`src/rtl/elevator_hall_ctrl.sv`:
```
// Single-car SCAN controller for floors 1-4: latches hall calls, moves one floor
// per FLOOR_TICKS, holds the door for DOOR_TICKS and pulses per-floor acks.
module elevator_hall_ctrl #(
  parameter int FLOOR_TICKS = 2000,
  parameter int DOOR_TICKS  = 3000
) (
  input  logic       clk_1khz,
  input  logic       rst,
  input  logic [4:0] call_f4,
  input  logic [4:0] call_f3,
  input  logic [4:0] call_f2,
  input  logic [4:0] call_f1,
  output logic [1:0] floor,
  output logic [4:0] floor_code,
  output logic       dir_up,
  output logic       dir_dn,
  output logic       door_open,
  output logic       moving,
  output logic [3:0] ack_up,
  output logic [3:0] ack_dn
);

  typedef enum logic [1:0] {IDLE, MOVE_UP, MOVE_DN, DOOR} state_t;

  localparam int CNT_MAX = (FLOOR_TICKS > DOOR_TICKS) ? FLOOR_TICKS : DOOR_TICKS;
  localparam int CW      = $clog2(CNT_MAX);

  state_t        state, state_nxt;
  logic [1:0]    floor_nxt, arr;
  logic [CW-1:0] cnt, cnt_nxt;
  logic [3:0]    pend_up, pend_dn, pend_up_nxt, pend_dn_nxt;
  logic [3:0]    req_up, req_dn, pend_up_m, pend_dn_m, any_m;
  logic [3:0]    ack_up_nxt, ack_dn_nxt;
  logic          dir_up_nxt, dir_dn_nxt;
  logic          srv_up, srv_dn, srv_up_nxt, srv_dn_nxt;
  logic          serve_up, serve_dn, enter_door;

  function automatic logic above_of(input logic [3:0] p, input logic [1:0] f);
    logic r;
    r = 1'b0;
    for (int i = 0; i < 4; i++) if (i > int'(f)) r |= p[i];
    return r;
  endfunction

  function automatic logic below_of(input logic [3:0] p, input logic [1:0] f);
    logic r;
    r = 1'b0;
    for (int i = 0; i < 4; i++) if (i < int'(f)) r |= p[i];
    return r;
  endfunction

  assign req_up    = {1'b0, call_f3[0], call_f2[0], call_f1[0]};
  assign req_dn    = {call_f4[1], call_f3[1], call_f2[1], 1'b0};
  assign pend_up_m = pend_up | req_up;
  assign pend_dn_m = pend_dn | req_dn;
  assign any_m     = pend_up_m | pend_dn_m;

  assign door_open = (state == DOOR);
  assign moving    = (state == MOVE_UP) || (state == MOVE_DN);

  // NOTE: every always_comb output gets a default first so no latch is inferred.
  always_comb begin
    state_nxt   = state;
    floor_nxt   = floor;
    cnt_nxt     = cnt;
    dir_up_nxt  = dir_up;
    dir_dn_nxt  = dir_dn;
    srv_up_nxt  = srv_up;
    srv_dn_nxt  = srv_dn;
    pend_up_nxt = pend_up_m;
    pend_dn_nxt = pend_dn_m;
    ack_up_nxt  = '0;
    ack_dn_nxt  = '0;
    serve_up    = 1'b0;
    serve_dn    = 1'b0;
    enter_door  = 1'b0;
    arr         = floor;

    unique case (state)
      IDLE: begin
        cnt_nxt = '0;
        if (any_m[floor]) begin
          enter_door = 1'b1;
          if (dir_up && pend_up_m[floor]) serve_up = 1'b1;
          else if (dir_dn && pend_dn_m[floor]) serve_dn = 1'b1;
          else begin
            serve_up   = 1'b1;
            serve_dn   = 1'b1;
            dir_up_nxt = 1'b0;
            dir_dn_nxt = 1'b0;
          end
        end else if (dir_dn && below_of(any_m, floor)) begin
          state_nxt = MOVE_DN;
        end else if (above_of(any_m, floor)) begin
          state_nxt  = MOVE_UP;
          dir_up_nxt = 1'b1;
          dir_dn_nxt = 1'b0;
        end else if (below_of(any_m, floor)) begin
          state_nxt  = MOVE_DN;
          dir_up_nxt = 1'b0;
          dir_dn_nxt = 1'b1;
        end else begin
          dir_up_nxt = 1'b0;
          dir_dn_nxt = 1'b0;
        end
      end

      MOVE_UP: begin
        if (cnt == CW'(FLOOR_TICKS - 1)) begin
          cnt_nxt   = '0;
          arr       = floor + 2'd1;
          floor_nxt = arr;
          if (pend_up_m[arr]) begin
            enter_door = 1'b1;
            serve_up   = 1'b1;
          end else if (!above_of(any_m, arr)) begin
            // Nothing further up: turn around here, serving a down call if present.
            dir_up_nxt = 1'b0;
            dir_dn_nxt = 1'b1;
            if (pend_dn_m[arr]) begin
              enter_door = 1'b1;
              serve_dn   = 1'b1;
            end else begin
              state_nxt = IDLE;
            end
          end
        end else begin
          cnt_nxt = cnt + CW'(1);
        end
      end

      MOVE_DN: begin
        if (cnt == CW'(FLOOR_TICKS - 1)) begin
          cnt_nxt   = '0;
          arr       = floor - 2'd1;
          floor_nxt = arr;
          if (pend_dn_m[arr]) begin
            enter_door = 1'b1;
            serve_dn   = 1'b1;
          end else if (!below_of(any_m, arr)) begin
            dir_up_nxt = 1'b1;
            dir_dn_nxt = 1'b0;
            if (pend_up_m[arr]) begin
              enter_door = 1'b1;
              serve_up   = 1'b1;
            end else begin
              state_nxt = IDLE;
            end
          end
        end else begin
          cnt_nxt = cnt + CW'(1);
        end
      end

      DOOR: begin
        // A press in a served direction at this floor re-acks instead of latching.
        pend_up_nxt[floor] = pend_up_m[floor] & ~srv_up;
        pend_dn_nxt[floor] = pend_dn_m[floor] & ~srv_dn;
        if ((srv_up && req_up[floor]) || (srv_dn && req_dn[floor])) begin
          ack_up_nxt[floor] = srv_up & req_up[floor];
          ack_dn_nxt[floor] = srv_dn & req_dn[floor];
          cnt_nxt           = '0;
        end else if (cnt == CW'(DOOR_TICKS - 1)) begin
          cnt_nxt   = '0;
          state_nxt = IDLE;
        end else begin
          cnt_nxt = cnt + CW'(1);
        end
      end

      default: state_nxt = IDLE;
    endcase

    if (enter_door) begin
      state_nxt        = DOOR;
      cnt_nxt          = '0;
      srv_up_nxt       = serve_up;
      srv_dn_nxt       = serve_dn;
      ack_up_nxt[arr]  = serve_up & pend_up_m[arr];
      ack_dn_nxt[arr]  = serve_dn & pend_dn_m[arr];
      pend_up_nxt[arr] = pend_up_m[arr] & ~serve_up;
      pend_dn_nxt[arr] = pend_dn_m[arr] & ~serve_dn;
    end
  end

  // NOTE: sequential state uses non-blocking assignments only.
  always_ff @(posedge clk_1khz or posedge rst) begin
    if (rst) begin
      state      <= IDLE;
      floor      <= 2'd0;
      floor_code <= 5'b10001;
      cnt        <= '0;
      pend_up    <= '0;
      pend_dn    <= '0;
      dir_up     <= 1'b0;
      dir_dn     <= 1'b0;
      srv_up     <= 1'b0;
      srv_dn     <= 1'b0;
      ack_up     <= '0;
      ack_dn     <= '0;
    end else begin
      state      <= state_nxt;
      floor      <= floor_nxt;
      floor_code <= 5'b10001 + {3'b000, floor_nxt};
      cnt        <= cnt_nxt;
      pend_up    <= pend_up_nxt;
      pend_dn    <= pend_dn_nxt;
      dir_up     <= dir_up_nxt;
      dir_dn     <= dir_dn_nxt;
      srv_up     <= srv_up_nxt;
      srv_dn     <= srv_dn_nxt;
      ack_up     <= ack_up_nxt;
      ack_dn     <= ack_dn_nxt;
    end
  end

endmodule

```
`config.mk`:
```
export PLATFORM = sky130hd
export DESIGN_NAME = elevator_hall_ctrl
export DESIGN_NICKNAME = d
export VERILOG_FILES = /design/src/rtl/elevator_hall_ctrl.sv
export SDC_FILE = /design/constraint.sdc
export NUM_CORES = 1
export LEC_CHECK = 0
export CAP_MARGIN = 20
export CORE_MARGIN = 2
export CORE_UTILIZATION = 40
export DETAILED_ROUTE_END_ITERATION = 8
export PLACE_DENSITY = 0.72
export SLEW_MARGIN = 20
export SYNTH_ARGS = -nofsm -noshare
export SYNTH_HDL_FRONTEND = slang
export SYNTH_SLANG_ARGS = --single-unit
```
`constraint.sdc`:
```
create_clock -name clk_1khz -period 3.17 [get_ports clk_1khz]
set_clock_uncertainty 0.05 [all_clocks]
set_input_delay 0.634 -clock clk_1khz [delete_from_list [all_inputs] [get_ports clk_1khz]]
set_output_delay 0.634 -clock clk_1khz [all_outputs]
set_load 0.01 [all_outputs]
```
After elaboration in Yosys (flattened, before gate mapping)
Index checks and enable logic that the tools add are counted.
{ "totals": {"register_bits": 41, "in_bits": 22, "output_inout_bits": 19, "wordCells": 274} }
{ "op_classes": {"add_sub_neg": 4, "n_lt_le_gt_ge": 18, "n_eq_ne": 26, "muxes": 173, "bitwise": 27, "n_reduce_logical": 14} }
{ "op_table": {"columns": ["cell", "count"], "rows": [
  ["$mux W1", 115],
  ["$mux W12", 4],
  ["$mux W4", 10],
  ["$pmux W12 S3", 1],
  ["$mux W2", 17],
  ["$ne A3 B3 Y1 const B", 11],
  ["$bwmux W4", 6],
  ["$bmux W1 S2", 11],
  ["$pmux W1 S3", 5],
  ["$add A12 B1 Y12 const B", 1],
  ["$eq A12 B11 Y1 const B", 1],
  ["$eq A12 B12 Y1 const B", 1],
  ["$lt A2 B3 Y1 const B", 4],
  ["$reduce_and A12 Y1", 1],
  ["$or A1 B1 Y1", 10],
  ["$reduce_and A10 Y1", 1],
  ["$and A1 B1 Y1", 8],
  ["$and A4 B4 Y4", 2],
  ["$gt A2 B2 Y1 const A", 4],
  ["$lt A1 B2 Y1 const A", 4],
  ["$ne A2 B2 Y1 const B", 4],
  ["$or A4 B4 Y4", 2],
  ["$pmux W2 S4", 1],
  ["$logic_and A1 B1 Y1", 7],
  ["20 further kinds", 31]
]} }

Longest topological paths before layout
{ "depth": {"depth_word": 50, "mapped_depth": 12, "ltp_nobuf": 11} }

Worst setup path before layout
No wires, ideal clock.
{ "synth_path": {"kind": "register -> register", "startpoint": "reg floor[0]", "endpoint": "reg state[1]", "setup_ns": 0.126, "t_arrival_ns": 2.861, "required_ns": 2.994, "slack_ns": 0.133, "stages_incl_launch_ff": 11, "path_cell_list": "dfrtp_1 > buf_2 > inv_2 > ha_1 > buf_2 > mux4_2 > a311o_1 > a31oi_1 > buf_4 > nand4_1 > o32a_1"} }
{ "synth_via": {"elab_chain_len": 22} }
{ "synth_lines": {"columns": ["item", "line", "rtl"], "rows": [
  ["start, declared", "13", "output logic [1:0] floor,"],
  ["start signal, assigned", "203", "floor <= floor_nxt;"],
  ["$sub A2 B1 Y2 / $add A2 B1 Y2 (equally long branches)", "135, 111", null],
  ["$lt A1 B2 Y1 / $gt A1 B2 Y1 (equally long branches)", "48, 41", null],
  ["$mux W1, on equally long branches", "48, 41", null],
  ["$mux W1, on equally long branches", "137, 113", null],
  ["$mux W1, on equally long branches", "133, 109", null],
  ["$mux W1", "79", "unique case (state)"],
  ["$or A1 B1 Y1, on equally long branches", "48, 41", null],
  ["$mux W1, on equally long branches", "48, 41", null],
  ["[... 6 more ...]", null, null],
  ["$mux W1, on equally long branches", "133, 109", null],
  ["$mux W1", "79", null],
  ["$mux W1, on equally long branches", "140, 116", null],
  ["$mux W1, on equally long branches", "137, 113", null],
  ["$mux W1, on equally long branches", "133, 109", null],
  ["$pmux W1 S3", "79", null],
  ["$ne A5 B5 Y1 (no line), or another cell as far along", null, null],
  ["$reduce_and A12 Y1 (no line)", null, null],
  ["end signal, assigned", "202", "state <= state_nxt;"],
  ["end, declared", "28", "state_t state, state_nxt;"]
]} }
Parallel ways exist; a longest one is shown, timed or not. The select of a mux whose other input is x is not followed.
A chain may end at the register's enable or synchronous reset.

Final worst setup path
{ "layout_path": {"startpoint": "in call_f2[0]", "endpoint": "reg pend_up[1]"} }
{ "layout_via": {"elab_chain_len": 21} }
{ "layout_lines": {"columns": ["item", "line", "rtl"], "rows": [
  ["start, declared", "11", "input logic [4:0] call_f2,"],
  ["$or A4 B3 Y4 (*)", "54", "assign pend_up_m = pend_up | req_up;"],
  ["$or A4 B4 Y4", "56", "assign any_m = pend_up_m | pend_dn_m;"],
  ["$mux W1", "41", "for (int i = 0; i < 4; i++) if (i > int'(f)) r |= p[i];"],
  ["$mux W1", "113", "if (pend_up_m[arr]) begin"],
  ["$mux W1", "109", "if (cnt == CW'(FLOOR_TICKS - 1)) begin"],
  ["$mux W1", "79", null],
  ["$or A1 B1 Y1", "41", null],
  ["$mux W1", "41", null],
  ["[... 6 more ...]", null, null],
  ["$mux W1", "109", null],
  ["$mux W1", "79", null],
  ["$mux W1", "116", "end else if (!above_of(any_m, arr)) begin"],
  ["$mux W1", "113", null],
  ["$mux W1", "109", null],
  ["$pmux W1 S3", "79", null],
  ["$mux W4 (*)", "174", "if (enter_door) begin"],
  ["via pend_up_nxt[1]", "31", "logic [3:0] pend_up, pend_dn, pend_up_nxt, pend_dn_nxt;"],
  ["end signal, assigned", "206", "pend_up <= pend_up_nxt;"],
  ["end, declared", "31", null]
]} }
Mark *: on every way through the listed nets, which the timed path passes. The rest lies on a longest branch. The select of a mux whose other input is x is not followed.

==> results.tsv <==
stage	metric	value	unit
synth	cell count after synthesis	297	
status	status	complete, no violations	
synth	Avg Cell Area, Syn	9.18	sq um
global_routing	vias in the first global route	2380	
global_routing	GR Util All Layers	19.1	%
routing	Iter 0 DRT Violations	156	
placed_design	Port Buffers	24	
synth	Synth cell types	56	
final_layout	register area	977	sq um
synth	Synth Net Count	335	
critical_path	crit path kind	input pin to register	
floorplanning	chip height	86.5	microns
floorplanning	die area	7490	sq um
clock_tree	CTS tree	done	
clock_tree	Clock Sinks	39	
power	P_int	0.000839	W
final_layout	number of nets in the layout	382	
floorplanning	Core ar.	6680	sq um
power	Leak Pwr	1.40	nW
critical_path	Worst setup SP type	input pin	
placed_design	placed instance area	3210	sq um
power	Design Power	0.00105	W
floorplanning	num ports	41	
routing	Vias/cell	5.79	
final_layout	share of post-route cells with drive strength above 1	16.2	%
clock_tree	Setup Buffers After CTS	0	
placed_design	post-detail-place hpwl	5190	microns
routing	WL/cell	16.2	microns
floorplanning	FP Rows	30	
critical_path	worst-path maximum fanout	9	
placed_design	dpl cells	417	
global_routing	GRT busiest layer	met2	
final_layout	# fillers	631	
final_layout	Finished Cell Area	3340	sq um
critical_path	Worst EP required	3.29	ns
timing	count of final hold-check violations	0	
clock_tree	clock root cell	clkbuf_8	
timing	RSZ-0062 raised after global routing	no	
final_layout	most common cell after layout, fill and taps aside	nand2_1	
critical_path	crit end category	register	
flow_run	Max Cap Viol	0	
synth	Post-Synthesis Cell Area	2730	sq um
power	Sw Share	20.2	%
min_path	HP Class	register to register	
power	maximum vdd ir drop	0.223	mV
clock_tree	CTS Hold Bufs	0	
routing	Vias	2462	
timing	post-route minimum period	3.01	ns
global_routing	met2 global-route usage	29.7	%
final_layout	fin util	50.1	%
clock_tree	clk buf depth	2	
routing	Routed Antenna Nets	0	
floorplanning	effective utilization at floorplan	40.8	%
synth	Post-synth ARST share	100	%
final_layout	Layout area overhead	22.7	%
timing	Worst Tran Pin Value	0.532	ns
global_routing	global-route wire length before repair	11300	microns
power	power per cell area	314	nW/um^2
timing	Max Transition Viols Final	0	
timing	final setup vio count	0	
synth	Yosys warning count	0	
power	part of the power in registers	47.9	%
floorplanning	Die Wd	86.5	microns
timing	max_slew headroom	64.1	%
global_routing	met1 GRT Util	27.0	%
global_routing	initial antenna violation count	0	
routing	1st-pass router iterations	5	
final_layout	commonest non-fill, non-tap cells in the layout	42 x nand2_1, 38 x dfrtp_1, 29 x nor2_1	
final_layout	n_diodes	0	
synth	Post-synth EDFFs	0	
synth	Primary FF master, synth	dfrtp_1	
power	power share of the combinational group	5.3	%
placed_design	GPL Wtd Cong	0.896	
timing	setup TNS	0	ns
final_layout	multi-input gate area in the final layout	1640	sq um
clock_tree	H-tree depth	2	
timing	fmax	0.332	GHz
synth	Seq/Total Area, Yosys	35.9	%
routing	# DRC	0	
timing	Tcrit/Tclk final	95.0	%
global_routing	GRT met3 Usage	3.71	%
clock_tree	Worst-path clk slew	0.08	ns
clock_tree	TritonCTS Buffers	5	
critical_path	Worst Path Arrival	3.13	ns
clock_tree	Worst-Skew Late Latency	0.29	ns
final_layout	fin cells	425	
global_routing	largest net degree at the start of global routing	40	
power	clock share of power	46.8	%
synth	Yosys reg bits	39	
routing	routed wire length	6860	microns
clock_tree	post-CTS sizing	0	
global_routing	grt total ovfl	0	
power	Psw	0.000212	W
## sequential cells by signal (all words and copies together) (netlist names)
name / cells
floor_code: 3
pend_dn: 4
floor: 2
srv_up: 1
ack_up: 4
state: 2
ack_dn: 4
cnt: 12
srv_dn: 1
dir_dn: 1
pend_up: 4
dir_up: 1
## metal layers
| metal | wire, microns | share of wire (%) |
|---|---|---|
| met1 | 3260 | 47 |
| met2 | 3200 | 47 |
| met3 | 318 | 4.6 |
| met4 | 87 | 1.3 |
| met5 | 0 | 0 |
## synth_stat cells (all sizes together), types with 2 or more instances
| master | n | area share [%] |
|---|---|---|
| nand2 | 42 | 5.8 |
| dfrtp | 38 | 35 |
| nor2 | 29 | 4.0 |
| o21ai | 17 | 3.1 |
| ha | 16 | 7.3 |
| inv | 14 | 1.9 |
| nand3 | 11 | 2.0 |
| mux2i | 8 | 3.5 |
| nand2b | 8 | 1.8 |
| o32ai | 8 | 2.6 |
| mux4 | 7 | 5.8 |
| nor3 | 7 | 1.3 |
| or2 | 7 | 1.6 |
| buf | 6 | 1.4 |
| nor2b | 6 | 1.4 |
| xnor2 | 6 | 1.9 |
| a21oi | 5 | 1.2 |
| clkbuf | 5 | 0.69 |
| mux2 | 4 | 1.7 |
| o211ai | 4 | 1.1 |
| o221ai | 4 | 1.3 |
| o41ai | 4 | 1.3 |
| xor2 | 4 | 1.3 |
| a22oi | 3 | 1.0 |
| nand4 | 3 | 0.69 |
| o31ai | 3 | 0.83 |
| or3 | 3 | 0.69 |
| a221o | 2 | 0.73 |
| a311o | 2 | 0.73 |
| and3 | 2 | 0.46 |
| conb | 2 | 0.28 |
| nor4 | 2 | 0.46 |
## worst paths after layout
kind	start	end	slack [ns]	cells past startpoint
min in group asynchronous	rst	ack_up[0]	0.71	3
min	cnt[0]	cnt[0]	0.41	1
min reg2reg	cnt[0]	cnt[0]	0.41	1
max reg2reg	floor[0]	pend_up[1]	0.28	10
max in group asynchronous	rst	floor_code[0]	2.01	3
max	call_f2[0]	pend_up[1]	0.16	9
## cell families after synthesis
| group | share of synthesized area (%) |
|---|---|
| and+or+nand+nor | 21.1 |
| other | 0.276 |
| AOI/OAI and AO/OA | 17.2 |
| buffers and inverters | 3.99 |
| adders and majority gates | 7.35 |
| DFF | 35.9 |
| muxes | 11.0 |
| xor gates and xnor gates | 3.21 |
## through the flow
step	worst slack (ns)	hold slack, ns
6_report	0.157	0.414
5_1_grt	0.0243	0.445
4_1_cts	0.169	0.418
3_5_place_dp	-0.143	0.407
3_3_place_gp	-0.111	0.395
2_1_floorplan	0.133	0.383
## power groups by stage
stage	clock network (W)	registers [W]	logic, W
3_3_place_gp	0	0.000513	0.0000555
2_1_floorplan	0	0.000513	0.0000283
3_5_place_dp	0	0.000513	0.0000562
5_1_grt	0.000528	0.000504	0.0000621
4_1_cts	0.000507	0.000504	0.0000566
6_report	0.000492	0.000504	0.0000557
## critical path, cell delays in order
cell and delay [ns]:
clkdlybuf4s50_1 0.45, or2_1 0.24, mux4_2 0.52, a311o_1 0.34, a31oi_1 0.30, buf_4 0.22, nand2b_1 0.22, nand2b_1 0.13
o21ai_0 0.07
## final cells by class
type | instances | share of cell area (%)
multi-input cells | 233 | 49.0
clock inverters | 2 | 1.80
repair buffers | 51 | 13.2
inverters | 14 | 1.57
well taps | 80 | 2.99
flip-flops and latches | 39 | 29.2
clock buffers | 6 | 2.17
(Power assumes the default switching activity.)
